`src/rtl/life_seed_controller.sv`:
```
// Seed/clear/step controller between the switch-key input interface and the life frame buffer.
// Turns coordinate and reset toggles into frame-buffer writes and paces generation steps.
module life_seed_controller #(
   parameter int unsigned COLS     = 80,
   parameter int unsigned ROWS     = 48,
   parameter int unsigned TICK_DIV = 12_500_000
) (
   input  logic        clk,
   input  logic        resetn,
   input  logic [7:0]  xcoordinate,
   input  logic [7:0]  ycoordinate,
   input  logic        coordinatesready,
   input  logic        start,
   input  logic        reset,
   input  logic        step_ack,
   output logic [11:0] mem_addr,
   output logic        mem_wdata,
   output logic        mem_we,
   output logic        step_req,
   output logic        busy,
   output logic [15:0] gen_count
);

   localparam int unsigned ADDR_W  = 12;
   localparam int unsigned COORD_W = 8;
   localparam int unsigned GEN_W   = 16;
   localparam int unsigned CELLS   = COLS * ROWS;
   localparam int unsigned TICK_W  = $clog2(TICK_DIV);

   localparam logic [ADDR_W-1:0] LAST_ADDR = ADDR_W'(CELLS - 1);
   localparam logic [TICK_W-1:0] TICK_LAST = TICK_W'(TICK_DIV - 1);

   typedef enum logic [2:0] {
      ST_ARM,
      ST_IDLE,
      ST_WRITE,
      ST_CLEAR,
      ST_STEP
   } state_t;

   state_t               state_q, state_d;
   logic                 cr_prev_q, cr_prev_d;
   logic                 rs_prev_q, rs_prev_d;
   logic                 pend_wr_q, pend_wr_d;
   logic                 pend_clr_q, pend_clr_d;
   logic [COORD_W-1:0]   x_q, x_d;
   logic [COORD_W-1:0]   y_q, y_d;
   logic [ADDR_W-1:0]    clr_addr_q, clr_addr_d;
   logic [TICK_W-1:0]    tick_q, tick_d;
   logic [ADDR_W-1:0]    addr_d;
   logic                 wdata_d;
   logic                 we_d;
   logic                 req_d;
   logic                 busy_d;
   logic [GEN_W-1:0]     gen_d;

   logic                 cr_evt_c;
   logic                 rs_evt_c;
   logic                 in_range_c;
   logic [ADDR_W-1:0]    cell_addr_c;

   // ARM suppresses events so arbitrary toggle levels at power-up are ignored
   assign cr_evt_c    = (state_q != ST_ARM) && (coordinatesready != cr_prev_q);
   assign rs_evt_c    = (state_q != ST_ARM) && (reset != rs_prev_q);
   assign in_range_c  = (32'(x_q) < COLS) && (32'(y_q) < ROWS);
   assign cell_addr_c = ADDR_W'(32'(y_q) * COLS + 32'(x_q));

   // State register and all registered outputs
   always_ff @(posedge clk or negedge resetn) begin
      if (!resetn) begin
         state_q    <= ST_ARM;
         cr_prev_q  <= 1'b0;
         rs_prev_q  <= 1'b0;
         pend_wr_q  <= 1'b0;
         pend_clr_q <= 1'b0;
         x_q        <= '0;
         y_q        <= '0;
         clr_addr_q <= '0;
         tick_q     <= '0;
         mem_addr   <= '0;
         mem_wdata  <= 1'b0;
         mem_we     <= 1'b0;
         step_req   <= 1'b0;
         busy       <= 1'b0;
         gen_count  <= '0;
      end else begin
         state_q    <= state_d;
         cr_prev_q  <= cr_prev_d;
         rs_prev_q  <= rs_prev_d;
         pend_wr_q  <= pend_wr_d;
         pend_clr_q <= pend_clr_d;
         x_q        <= x_d;
         y_q        <= y_d;
         clr_addr_q <= clr_addr_d;
         tick_q     <= tick_d;
         mem_addr   <= addr_d;
         mem_wdata  <= wdata_d;
         mem_we     <= we_d;
         step_req   <= req_d;
         busy       <= busy_d;
         gen_count  <= gen_d;
      end
   end

   // Next-state, pending-event and output logic
   always_comb begin
      state_d    = state_q;
      cr_prev_d  = coordinatesready;
      rs_prev_d  = reset;
      pend_wr_d  = pend_wr_q;
      pend_clr_d = pend_clr_q;
      x_d        = x_q;
      y_d        = y_q;
      clr_addr_d = clr_addr_q;
      tick_d     = tick_q;
      addr_d     = mem_addr;
      wdata_d    = 1'b0;
      we_d       = 1'b0;
      req_d      = 1'b0;
      busy_d     = (state_q == ST_CLEAR) || (state_q == ST_STEP);
      gen_d      = gen_count;

      case (state_q)
         ST_ARM: begin
            state_d = ST_IDLE;
         end
         ST_IDLE: begin
            if (pend_clr_q) begin
               state_d    = ST_CLEAR;
               pend_clr_d = 1'b0;
               gen_d      = '0;
               tick_d     = '0;
               clr_addr_d = '0;
            end else if (pend_wr_q) begin
               state_d = ST_WRITE;
            end else if (start && (tick_q == TICK_LAST)) begin
               state_d = ST_STEP;
            end else if (start) begin
               tick_d = tick_q + TICK_W'(1);
            end else begin
               tick_d = '0;
            end
         end
         ST_WRITE: begin
            if (in_range_c) begin
               we_d    = 1'b1;
               wdata_d = 1'b1;
               addr_d  = cell_addr_c;
            end
            pend_wr_d = 1'b0;
            state_d   = ST_IDLE;
         end
         ST_CLEAR: begin
            we_d   = 1'b1;
            addr_d = clr_addr_q;
            if (clr_addr_q == LAST_ADDR) begin
               state_d = ST_IDLE;
            end else begin
               clr_addr_d = clr_addr_q + ADDR_W'(1);
            end
         end
         ST_STEP: begin
            // request stays up until acknowledged, even if start drops
            if (step_ack) begin
               state_d = ST_IDLE;
               gen_d   = gen_count + GEN_W'(1);
               tick_d  = '0;
            end else begin
               req_d = 1'b1;
            end
         end
         default: begin
            state_d = ST_ARM;
         end
      endcase

      // newest coordinate wins; repeated clear requests collapse into one flag
      if (cr_evt_c) begin
         pend_wr_d = 1'b1;
         x_d       = xcoordinate;
         y_d       = ycoordinate;
      end
      if (rs_evt_c) begin
         pend_clr_d = 1'b1;
      end
   end

endmodule

```
`config.mk`:
```
export PLATFORM = sky130hd
export DESIGN_NAME = life_seed_controller
export DESIGN_NICKNAME = d
export VERILOG_FILES = /design/src/rtl/life_seed_controller.sv
export SDC_FILE = /design/constraint.sdc
export NUM_CORES = 1
export LEC_CHECK = 0
export CAP_MARGIN = 20
export CORE_MARGIN = 3
export CORE_UTILIZATION = 59
export CTS_BUF_LIST = sky130_fd_sc_hd__clkbuf_4
export CTS_CLUSTER_SIZE = 8
export DETAILED_ROUTE_END_ITERATION = 16
export PLACE_DENSITY = 0.83
export SYNTH_ARGS = -nofsm -noshare
export SYNTH_HDL_FRONTEND = slang
export SYNTH_SLANG_ARGS = --single-unit
```
`constraint.sdc`:
```
create_clock -name clk -period 2.45 [get_ports clk]
set_input_delay 0.6125 -clock clk [delete_from_list [all_inputs] [get_ports clk]]
set_output_delay 0.6125 -clock clk [all_outputs]
set_load 0.01 [all_outputs]
```
### After elaboration in Yosys (flattened, before gate mapping)

Cells that the tools add are included.

* output and inout bits: 32
* register bits after elaboration: 91
* word-level logic and storage cells: 85
* input port bits: 22

* multipliers: 1
* reductions and logical operators: 18
* $add $sub $neg: 4
* equal/unequal tests: 16
* magnitude comparators: 2
* muxes and demuxes: 29

Operator list (number)
* 24-bit 2-to-1 mux: 5
* 12-bit case mux with 2 select lines: 2
* 24-bit case mux with 2 select lines: 1
* 12-bit 2-to-1 mux: 3
* 16-bit 2-to-1 mux: 2
* 16-bit case mux with 2 select lines: 1
* 24-bit by 1-bit adder with 24-bit output (second input constant): 1
* 24-bit equality test (second input constant): 1
* 16-bit by 1-bit adder with 16-bit output (second input constant): 1
* 3-bit 2-to-1 mux: 5
* 12-bit by 1-bit adder with 12-bit output (second input constant): 1
* 12-bit by 8-bit adder with 12-bit output: 1
* 12-bit equality test (second input constant): 1
* 3-bit case mux with 4 select lines: 1
* 2-bit nonzero test: 5
* 3-bit AND reduction: 3
* 8-bit by 6-bit less-than comparator with 1-bit output (second input constant): 1
* 8-bit by 7-bit less-than comparator with 1-bit output (second input constant): 1
* 8-bit by 3-bit multiplier with 8-bit output (second input constant): 1
* 1-bit 2-to-1 mux: 8
* 2-bit != test (second input constant): 4
* 3-bit by 2-bit equality test with 1-bit output (second input constant): 2
* 3-bit != test (second input constant): 2
* 1-bit logical AND: 4
* 12 further kinds: 13

### Logic depth before layout (Yosys ltp)

Gate-level depths: netlist of the first run.

* depth after elaboration: 6
* gate-level depth with buffers: 9
* mapped depth without buffers: 8

### Worst setup path before layout of the first run

No wires, ideal clock.

* path kind: reg2reg
* from: reg y_q[1]
* to: reg mem_addr[11]
* slack: 0.218 ns
* stages on the path, launching flop included: 9
* setup time: 0.130 ns
* required time: 2.320 ns
* period minus slack after synthesis: 2.232 ns
* arrival: 2.102 ns
* cell sequence: dfrtp_1 -> ha_1 -> ha_1 -> fa_1 -> xor2_1 -> nand2_1 -> nor4b_1 -> xnor2_1 -> o21ai_0

* word-level cells in the longest chain between the ends: 4
* elaborated cells between the ends (all ways): 8
* those cells by class: 1 x add/sub; 1 x mul; 1 x order compare; 1 x eq/ne; 2 x mux; 2 x reduce/logical

Ends and longest elaborated chain
* from (decl): line 47 `logic [COORD_W-1:0] y_q, y_d;`
* from (signal assigned): line 93 `y_q <= y_d;`
* 8-bit by 3-bit multiplier with 8-bit output / 8-bit by 6-bit less-than comparator with 1-bit output (equally long branches): line 66, 65
* 12-bit by 8-bit adder with 12-bit output / 1-bit logical AND (equally long branches): line 66, 65
* 12-bit 2-to-1 mux / 2-bit != test (equally long branches)
* 12-bit case mux with 2 select lines / 2-bit AND reduction (equally long branches)
* to (signal assigned): line 96 `mem_addr <= addr_d;`
* to (decl): line 16 `output logic [11:0] mem_addr,`

Parallel ways exist; a longest one is shown, timed or not. The select of a mux whose other input is x is not followed.
A chain may end at the register's enable or synchronous reset.

### Worst setup path in the final report of the first run

Ends and elaborated chain as after synthesis.

==> run summary, run 1 <==
Final Hold Fails = 0
Row cnt = 32
Ports = 54
Overflow after GRT = 0
RSZ-0062 raised after global routing = no
Total number of vias = 4187
Crit Path Category = flip-flop to flip-flop
Fin cells = 666
Yosys reg bits = 91
WL/cell = 16.9 um
Initial drt markers = 201
Max Clk Rate = 432 MHz
Crit. End Element = flip-flop
Final Routed Wirelength = 11300 um
Mapped Area = 0.00498 mm2
Max Cap Violations = 0
FFs w/ async S/R, synth = 1.00
Most common cell after layout, fill and taps aside = dfrtp_1
Antenna violations before repair = 0
Max-slew violations = 0
Setup Skew = 0.0132 ns
Maximum vdd ir drop = 0.380 mV
Period utilisation layout = 0.944
CTS tree = done
Cell taking the most area after synthesis = dfrtp_1
Post-route setup TNS = 0 ns
Share of layout cells above drive strength 1 = 0.124
DP HPWL = 8290 um
Die X = 97.9 um
Synth cell types = 66
Clk sink count = 91
PortBufs = 53
Cts hold-fix bufs = 0
Area Growth Syn to Fin = 17.0%
Die height = 97.9 um
Lkg Pwr = 2.44 nW
First-pass GRT wire length = 19400 um
Post-synth EDFFs = 0
DRC = 0
DIE AREA = 0.00959 mm2
Layout fillers = 573
Power Total = 4.16 mW
Worst-path fanout max = 3
Seq/Total Area, Yosys = 0.457
Syn Nets = 540
Largest net degree at the start of global routing = 43
CTS root buf = clkbuf_4
Routability cong. = 0.865
Initial Util = 0.626
Prevailing post-synth register cell = dfrtp_1
Max_slew headroom = 0.484
Crit path launch type = flip-flop
CTS clk-pin slew, worst paths = 0.15 ns
Inst Count DP = 650
DR vias/cell = 6.29
Worst Hold Class = input port to asynchronous set/reset pin
Min cycle time layout = 2.31 ns
H-Tree Depth = 3
Status = finished clean
Antenna Nets Post-Route = 0
GRT Total Usage = 0.244
Clock buffer count from CTS = 9
Final nets = 599
Main area contributors after synthesis = dfrtp_1 (46%), ha_1 (4.0%), nand2_1 (3.8%), mux2_2 (3.2%), nor2_1 (3.2%)
Post-synth top area share = 0.457
Min Hold Slack = 0.0842 ns
Drt pass-1 iters = 5
Core box area = 0.00797 mm2
Setup Viol. Count Final = 0
Mapped Cells = 500
Slew @ Worst Pin = 0.772 ns
Fin util = 0.732
Worst EP required = 2.77 ns
Ys Warns = 0
Clock buffer depth = 2
Antenna cells = 0
Pwr dens = 713 mW/mm2
Clock Latency Late Sink = 0.44 ns
Reg2Reg Setup Slack = 0.14 ns
Worst EP arrival = 2.63 ns
Vias in the first global route = 4047
Most frequent cells in the layout = dfrtp_1 (91), clkdlybuf4s50_1 (52), nand2_1 (51), nor2_1 (42), o21ai_0 (26)
Syn_area_per_cell = 9.97 um2
## sequential cells by signal (all words and copies together), names as in the netlist
name,flops
x_q,8
gen_count,16
mem_wdata,1
step_req,1
mem_we,1
tick_q,24
pend_clr_q,1
cr_prev_q,1
mem_addr,12
clr_addr_q,12
busy,1
pend_wr_q,1
state_q,3
rs_prev_q,1
y_q,8
## synthesized netlist by cell type, drive strengths merged, types with 3 or more instances
library cell,number
nand4,12
mux2i,5
o21ai,31
xnor2,15
dfrtp,91
inv,13
clkbuf,8
o311a,5
nor4,14
mux2,14
xor2,10
nor3,11
o31ai,6
a21oi,11
nand3,24
a221o,3
ha,16
nand2,52
and2,3
a31oi,23
buf,15
and3,7
a22oi,9
nand2b,3
or2,5
nor2,44
and4,3
nor4b,3
or3,3
a41oi,7
a21o,6
## critical path: stages, from the launching register on
cell	delay, ns
dfrtp_1	0.43
ha_1	0.30
ha_1	0.30
ha_1	0.31
o21ai_0	0.13
o21ai_1	0.23
nor4b_4	0.26
xnor2_1	0.15
o21ai_0	0.09
## power by group
part           internal (mW)  leakage [nW]  switching [mW]
registers               1.67          1.19           0.174
clock network          0.323        0.0667           0.525
logic                  0.636          1.19           0.830
## cells by family after synthesis
logic type      Yosys count  synth area share
compound gates          116             0.163
simple gates            195             0.208
xor+xnor                 25            0.0439
fa+ha+maj                18            0.0482
flops                    91             0.457
buf+inv                  36            0.0387
mux                      19            0.0417
## per-stage QoR
stage	worst slack [ns]	instance area, um2
CTS	0.0429	5820
global route	0.00735	5830
detailed placement	-0.0110	5670
finish	0.138	5830
floorplan	0.218	4980
global placement	0.130	5670
## per-layer routing
metal,up-vias,wire [um],track usage
met5,-,0,0
met3,20,628,0.0343
li1,1956,-,-
met4,0,231,0.0863
met2,140,5490,0.392
met1,2071,4900,0.340
## final timing paths
| path | from | depth (start not counted) | to |
|---|---|---|---|
| setup / recovery | y_q[1] | 8 | mem_addr[11] |
| hold / removal | resetn | 1 | mem_addr[6] |
| setup reg to reg | y_q[1] | 8 | mem_addr[11] |
| hold reg to reg | tick_q[23] | 1 | tick_q[23] |
| max in group asynchronous | resetn | 2 | x_q[7] |
| min in group clk | tick_q[23] | 1 | tick_q[23] |
## timing repair
action / CTS / global route
gates resized for setup: 1 / 4
endpoints found under the setup margin: 1 / 1
buffers inserted: 0 / 0
## layout make-up
cell class                      count  area, um2  area share
Sequential cell                    91       2280       0.390
Multi-Input combinational cell    373       2540       0.435
Clock buffer                       10       75.1      0.0129
Inverter                           13       48.8     0.00836
Clock inverter                      6       65.1      0.0112
Timing Repair Buffer               71        701       0.120
Tap cell                          102        128      0.0219
Power figures use the tool's default switching activity.
==> run 2: changes to the inputs <==
CORE_UTILIZATION = 40   (was 59)
PLACE_DENSITY = unset   (was 0.83)
==> run summary, run 2 (synthesis gave the netlist of run 1 again) <==
Worst EP required = 2.80 ns (was 2.77 ns)
Max Clk Rate = 429 MHz (was 432 MHz)
Max-slew violations = 0 (unchanged)
Die X = 118 um (was 97.9 um)
Largest register FFs = 24 (unchanged)
PortBufs = 53 (unchanged)
H-Tree Depth = 3 (unchanged)
CTS tree = done (unchanged)
Ports = 54 (unchanged)
Antenna violations before repair = 0 (unchanged)
Core box area = 0.0121 mm2 (was 0.00797 mm2)
Maximum vdd ir drop = 0.396 mV (was 0.380 mV)
GRT Total Usage = 0.172 (was 0.244)
Max Cap Violations = 0 (unchanged)
Final nets = 598 (was 599)
Crit Path Category = flip-flop to flip-flop (unchanged)
Routability cong. = 0.845 (was 0.865)
Reg-to-reg critical path endpoint = mem_addr[11] (unchanged)
Initial drt markers = 335 (was 201)
Min cycle time layout = 2.33 ns (was 2.31 ns)
Reg2reg start = y_q[1] (unchanged)
Overflow after GRT = 0 (unchanged)
Lkg Pwr = 2.45 nW (was 2.44 nW)
Status = finished clean (unchanged)
Antenna cells = 0 (unchanged)
Slew @ Worst Pin = 0.823 ns (was 0.772 ns)
Reg2Reg Setup Slack = 0.12 ns (was 0.14 ns)
Min Hold Slack = 0.155 ns (was 0.0842 ns)
DIE AREA = 0.0138 mm2 (was 0.00959 mm2)
Antenna Nets Post-Route = 0 (unchanged)
Max_slew headroom = 0.449 (was 0.484)
DP HPWL = 8120 um (was 8290 um)
Share of layout cells above drive strength 1 = 0.119 (was 0.124)
DR vias/cell = 5.56 (was 6.29)
Vias in the first global route = 3933 (was 4047)
R2R cell count = 8 (unchanged)
Final Routed Wirelength = 11600 um (was 11300 um)
DRC = 0 (unchanged)
Worst-path fanout max = 3 (unchanged)
Fin util = 0.488 (was 0.732)
Top Registers = tick_q (24), gen_count (16) (unchanged)
Post-route setup TNS = 0 ns (unchanged)
Setup Skew = 0.0162 ns (was 0.0132 ns)
Worst EP arrival = 2.68 ns (was 2.63 ns)
CTS clk-pin slew, worst paths = 0.15 ns (about the same)
Largest net degree at the start of global routing = 92 (was 43)
Row cnt = 40 (was 32)
Clk sink count = 91 (unchanged)
Most common cell after layout, fill and taps aside = dfrtp_1 (unchanged)
Crit path launch type = flip-flop (unchanged)
Pwr dens = 703 mW/mm2 (was 713 mW/mm2)
CTS root buf = clkbuf_4 (unchanged)
First-pass GRT wire length = 19700 um (was 19400 um)
Largest Register = tick_q (unchanged)
Initial Util = 0.412 (was 0.626)
Crit. End Element = flip-flop (unchanged)
Most frequent cells in the layout = dfrtp_1 (91), clkdlybuf4s50_1 (52), nand2_1 (51), nor2_1 (42), o21ai_0 (26) (unchanged)
Die height = 118 um (was 97.9 um)
Worst Hold Class = input port to asynchronous set/reset pin (unchanged)
Period utilisation layout = 0.952 (was 0.944)
Setup Buffers After CTS = 0 (unchanged)
Clock buffer depth = 2 (unchanged)
Total number of vias = 4062 (was 4187)
Area Growth Syn to Fin = 18.6% (was 17.0%)
Cts hold-fix bufs = 0 (unchanged)
Clock Latency Late Sink = 0.47 ns (was 0.44 ns)
Final Hold Fails = 0 (unchanged)
RSZ-0062 raised after global routing = no (unchanged)
Clock buffer count from CTS = 9 (unchanged)
WL/cell = 15.8 um (was 16.9 um)
Drt pass-1 iters = 5 (unchanged)
Setup Viol. Count Final = 0 (unchanged)
run 2: critical path, stage by stage (launching register included):
cell	delay (ns)
dfrtp_1	0.43
ha_1	0.30
ha_1	0.23
fa_1	0.43
xor2_2	0.19
nand2_1	0.13
nor4b_4	0.25
xnor2_1	0.16
o21ai_0	0.09
run 2: worst max path at each step:
stage | slack [ns] | start | to
final | 0.12 | y_q[1] | mem_addr[11]
after global placement | 0.12 | y_q[1] | mem_addr[11]
after global routing | 0.03 | y_q[1] | mem_addr[11]
after floorplan | 0.22 | y_q[1] | mem_addr[11]
after CTS | 0.002 | y_q[1] | mem_addr[11]
after detailed placement | 0.04 | y_q[1] | mem_addr[11]
run 2: final cells by class:
cell class	count	area (um2)
Clock buffer	10	75.1
Clock inverter	6	56.3
Multi-Input combinational cell	373	2540
Sequential cell	91	2280
Inverter	13	48.8
Tap cell	168	210
Fill cell	1156	6200
Timing Repair Buffer	70	706
run 2: layer usage:
metal	global-route usage	part of all wire	wire length, um
met5	0	0	0
met4	0.0601	0.014	163
met3	0.0322	0.046	528
met2	0.267	0.47	5400
met1	0.241	0.47	5480
run 2: report_power, final:
part	switching (mW)	total [mW]	internal, mW	leakage [nW]
clock	0.532	0.847	0.315	0.0752
sequential	0.172	1.85	1.67	1.19
combinational	0.827	1.46	0.634	1.19
run 2: what timing repair did:
item	in CTS	in global routing
endpoints found under the setup margin	0	1
endpoints found under the hold margin	0	0
gates resized for setup	0	4
run 2: through the flow:
stage | cell area (um2) | setup slack [ns] | std cells | power [mW]
floorplan | 4980 | 0.218 | 500 | 2.81
global placement | 5760 | 0.121 | 715 | 3.27
detailed placement | 5760 | 0.0379 | 715 | 3.30
CTS | 5890 | 0.00223 | 731 | 4.14
global route | 5910 | 0.0264 | 731 | 4.46
finish | 5910 | 0.117 | 731 | 4.15
==> run 3: changes to the inputs <==
CORE_UTILIZATION = 48   (was 40)
PLACE_DENSITY = 0.7   (was unset)
SETUP_SLACK_MARGIN = 0.02   (was unset)
==> run summary, run 3 (synthesis gave the netlist of run 1 again) <==
Status = finished clean (unchanged)
Reg2Reg Setup Slack = 0.16 ns (was 0.12 ns)
Pint = 2.61 mW (was 2.62 mW)
Core box area = 0.00995 mm2 (was 0.0121 mm2)
Most frequent cells in the layout = dfrtp_1 (91), clkdlybuf4s50_1 (52), nand2_1 (51), nor2_1 (42), o21ai_0 (27) (was dfrtp_1 (91), clkdlybuf4s50_1 (52), nand2_1 (51), nor2_1 (42), o21ai_0 (26))
Post-route setup TNS = 0 ns (unchanged)
Inst Count DP = 681 (was 715)
Clock buffer depth = 2 (unchanged)
Fin cells = 696 (was 731)
Max incr delay on CP = 0.43 ns (about the same)
Most frequent CP cell = ha_1 (unchanged)
Crit path cell chain = ha_1 > ha_1 > fa_1 > xor2_2 > nand2_1 > nor4b_2 > xnor2_1 > o21ai_0 (was ha_1 > ha_1 > fa_1 > xor2_2 > nand2_1 > nor4b_4 > xnor2_1 > o21ai_0)
Max_slew headroom = 0.431 (was 0.449)
Initial drt markers = 162 (was 335)
DRC = 0 (unchanged)
Crit path launch type = flip-flop (unchanged)
Clk sink count = 91 (unchanged)
Share of layout cells above drive strength 1 = 0.119 (unchanged)
GRT Total Usage = 0.213 (was 0.172)
Switching share of power = 0.357 (was 0.369)
Crit. End Element = flip-flop (unchanged)
Die X = 108 um (was 118 um)
Setup Buffers After CTS = 0 (unchanged)
Most common cell after layout, fill and taps aside = dfrtp_1 (unchanged)
Largest net degree at the start of global routing = 38 (was 92)
Clk pwr share = 0.200 (was 0.204)
DP HPWL = 8240 um (was 8120 um)
Final nets = 599 (was 598)
Sequential Power Share = 0.453 (was 0.444)
Pwr dens = 696 mW/mm2 (was 703 mW/mm2)
Top Registers = tick_q (24), gen_count (16) (unchanged)
Final Routed Wirelength = 11500 um (was 11600 um)
Routability cong. = 0.820 (was 0.845)
WL/cell = 16.5 um (was 15.8 um)
Reg-to-reg critical path endpoint = mem_addr[11] (unchanged)
Lkg Pwr = 2.44 nW (was 2.45 nW)
Clock buffer count from CTS = 9 (unchanged)
Maximum vdd ir drop = 0.347 mV (was 0.396 mV)
Worst Hold Class = input port to asynchronous set/reset pin (unchanged)
Row cnt = 36 (was 40)
Max Clk Rate = 436 MHz (was 429 MHz)
CTS clk-pin slew, worst paths = 0.13 ns (was 0.15 ns)
PortBufs = 53 (unchanged)
Crit Path Category = flip-flop to flip-flop (unchanged)
Drt pass-1 iters = 4 (was 5)
Reg2reg start = y_q[1] (unchanged)
Comb power frac = 0.347 (was 0.352)
Highest-delay cell along the critical path = dfrtp_1 (unchanged)
DIE AREA = 0.0116 mm2 (was 0.0138 mm2)
Total number of vias = 4086 (was 4062)
R2R cell count = 8 (unchanged)
Setup Skew = 0.0117 ns (was 0.0162 ns)
First-pass GRT wire length = 19900 um (was 19700 um)
Initial Util = 0.501 (was 0.412)
Antenna cells = 0 (unchanged)
Worst EP required = 2.78 ns (was 2.80 ns)
Clock Latency Late Sink = 0.44 ns (was 0.47 ns)
RSZ-0062 raised after global routing = no (unchanged)
Antenna Nets Post-Route = 0 (unchanged)
Overflow after GRT = 0 (unchanged)
Largest register FFs = 24 (unchanged)
Worst-path fanout max = 3 (unchanged)
Max Cap Violations = 0 (unchanged)
Layout fillers = 846 (was 1156)
CTS root buf = clkbuf_4 (unchanged)
Slew @ Worst Pin = 0.850 ns (was 0.823 ns)
Final Hold Fails = 0 (unchanged)
Vias in the first global route = 4053 (was 3933)
Die height = 108 um (was 118 um)
Psw = 1.45 mW (was 1.53 mW)
Area Growth Syn to Fin = 17.0% (was 18.6%)
Min cycle time layout = 2.29 ns (was 2.33 ns)
CTS tree = done (unchanged)
Setup Viol. Count Final = 0 (unchanged)
Period utilisation layout = 0.937 (was 0.952)
Ports = 54 (unchanged)
H-Tree Depth = 3 (unchanged)
Largest Register = tick_q (unchanged)
Max-slew violations = 0 (unchanged)
Worst EP arrival = 2.63 ns (was 2.68 ns)
DR vias/cell = 5.87 (was 5.56)
Antenna violations before repair = 0 (unchanged)
==> run 3: changes by cell type in the layout (fill, tap and decap cells not counted) <==
cell,before,now
buf_12,4,2
buf_4,14,17
clkbuf_4,10,11
clkinv_2,2,1
clkinv_4,1,0
nor4b_2,1,2
nor4b_4,1,0
o21ai_0,26,27
o21ai_1,5,4
==> run 3: layout make-up <==
cell class	instances	area, um2	area share
Inverter	13	48.8	0.00836
Timing Repair Buffer	71	688	0.118
Clock inverter	4	42.5	0.00729
Multi-Input combinational cell	373	2530	0.433
Sequential cell	91	2280	0.390
Tap cell	133	166	0.0285
Clock buffer	11	82.6	0.0142
==> run 3: timing repair <==
item,4_1_cts,5_1_grt
setup endpoints to repair,0,1
hold buffers,0,0
resized for setup,0,2
==> run 3: power groups by stage <==
stage,Combinational (mW),Clock (mW),Sequential [mW]
detailed placement,1.40,0,1.87
floorplan,0.958,0,1.86
CTS,1.40,0.843,1.84
global route,1.59,0.903,1.87
finish,1.41,0.814,1.84
global placement,1.37,0,1.86
==> run 3: worst max path at each step <==
stage / cells past startpoint / end / slack [ns] / start
finish: 8 / mem_addr[11] / 0.16 / y_q[1]
global route: 8 / mem_addr[11] / 0.01 / y_q[1]
CTS: 8 / mem_addr[11] / 0.05 / y_q[1]
detailed placement: 8 / mem_addr[11] / 0.07 / y_q[1]
global placement: 8 / mem_addr[11] / 0.11 / y_q[1]
floorplan: 8 / mem_addr[11] / 0.22 / y_q[1]
==> run 3: per-stage QoR <==
stage | util | instance area (um2) | power, mW | hold slack (ns) | worst slack [ns]
finish | 0.586 | 5830 | 4.06 | 0.121 | 0.155
CTS | 0.585 | 5820 | 4.08 | 0.112 | 0.0506
global route | 0.586 | 5830 | 4.36 | 0.123 | 0.0122
floorplan | - | 4980 | 2.81 | 0.317 | 0.218
detailed placement | 0.572 | 5700 | 3.26 | 0.463 | 0.0742
global placement | 0.572 | 5700 | 3.23 | 0.461 | 0.111
==> run 3: critical path: cells and delay by family, from the launching register on <==
family	cells	cell delay [ns]
compound gates	1	0.09
xor+xnor	2	0.33
fa+ha+maj	3	0.97
flops	1	0.43
simple gates	2	0.39
==> run 3: layer usage <==
metal / share of wire / global-route usage
met1: 0.47 / 0.294
met2: 0.48 / 0.345
met3: 0.037 / 0.0372
met4: 0.012 / 0.0622
met5: 0 / 0
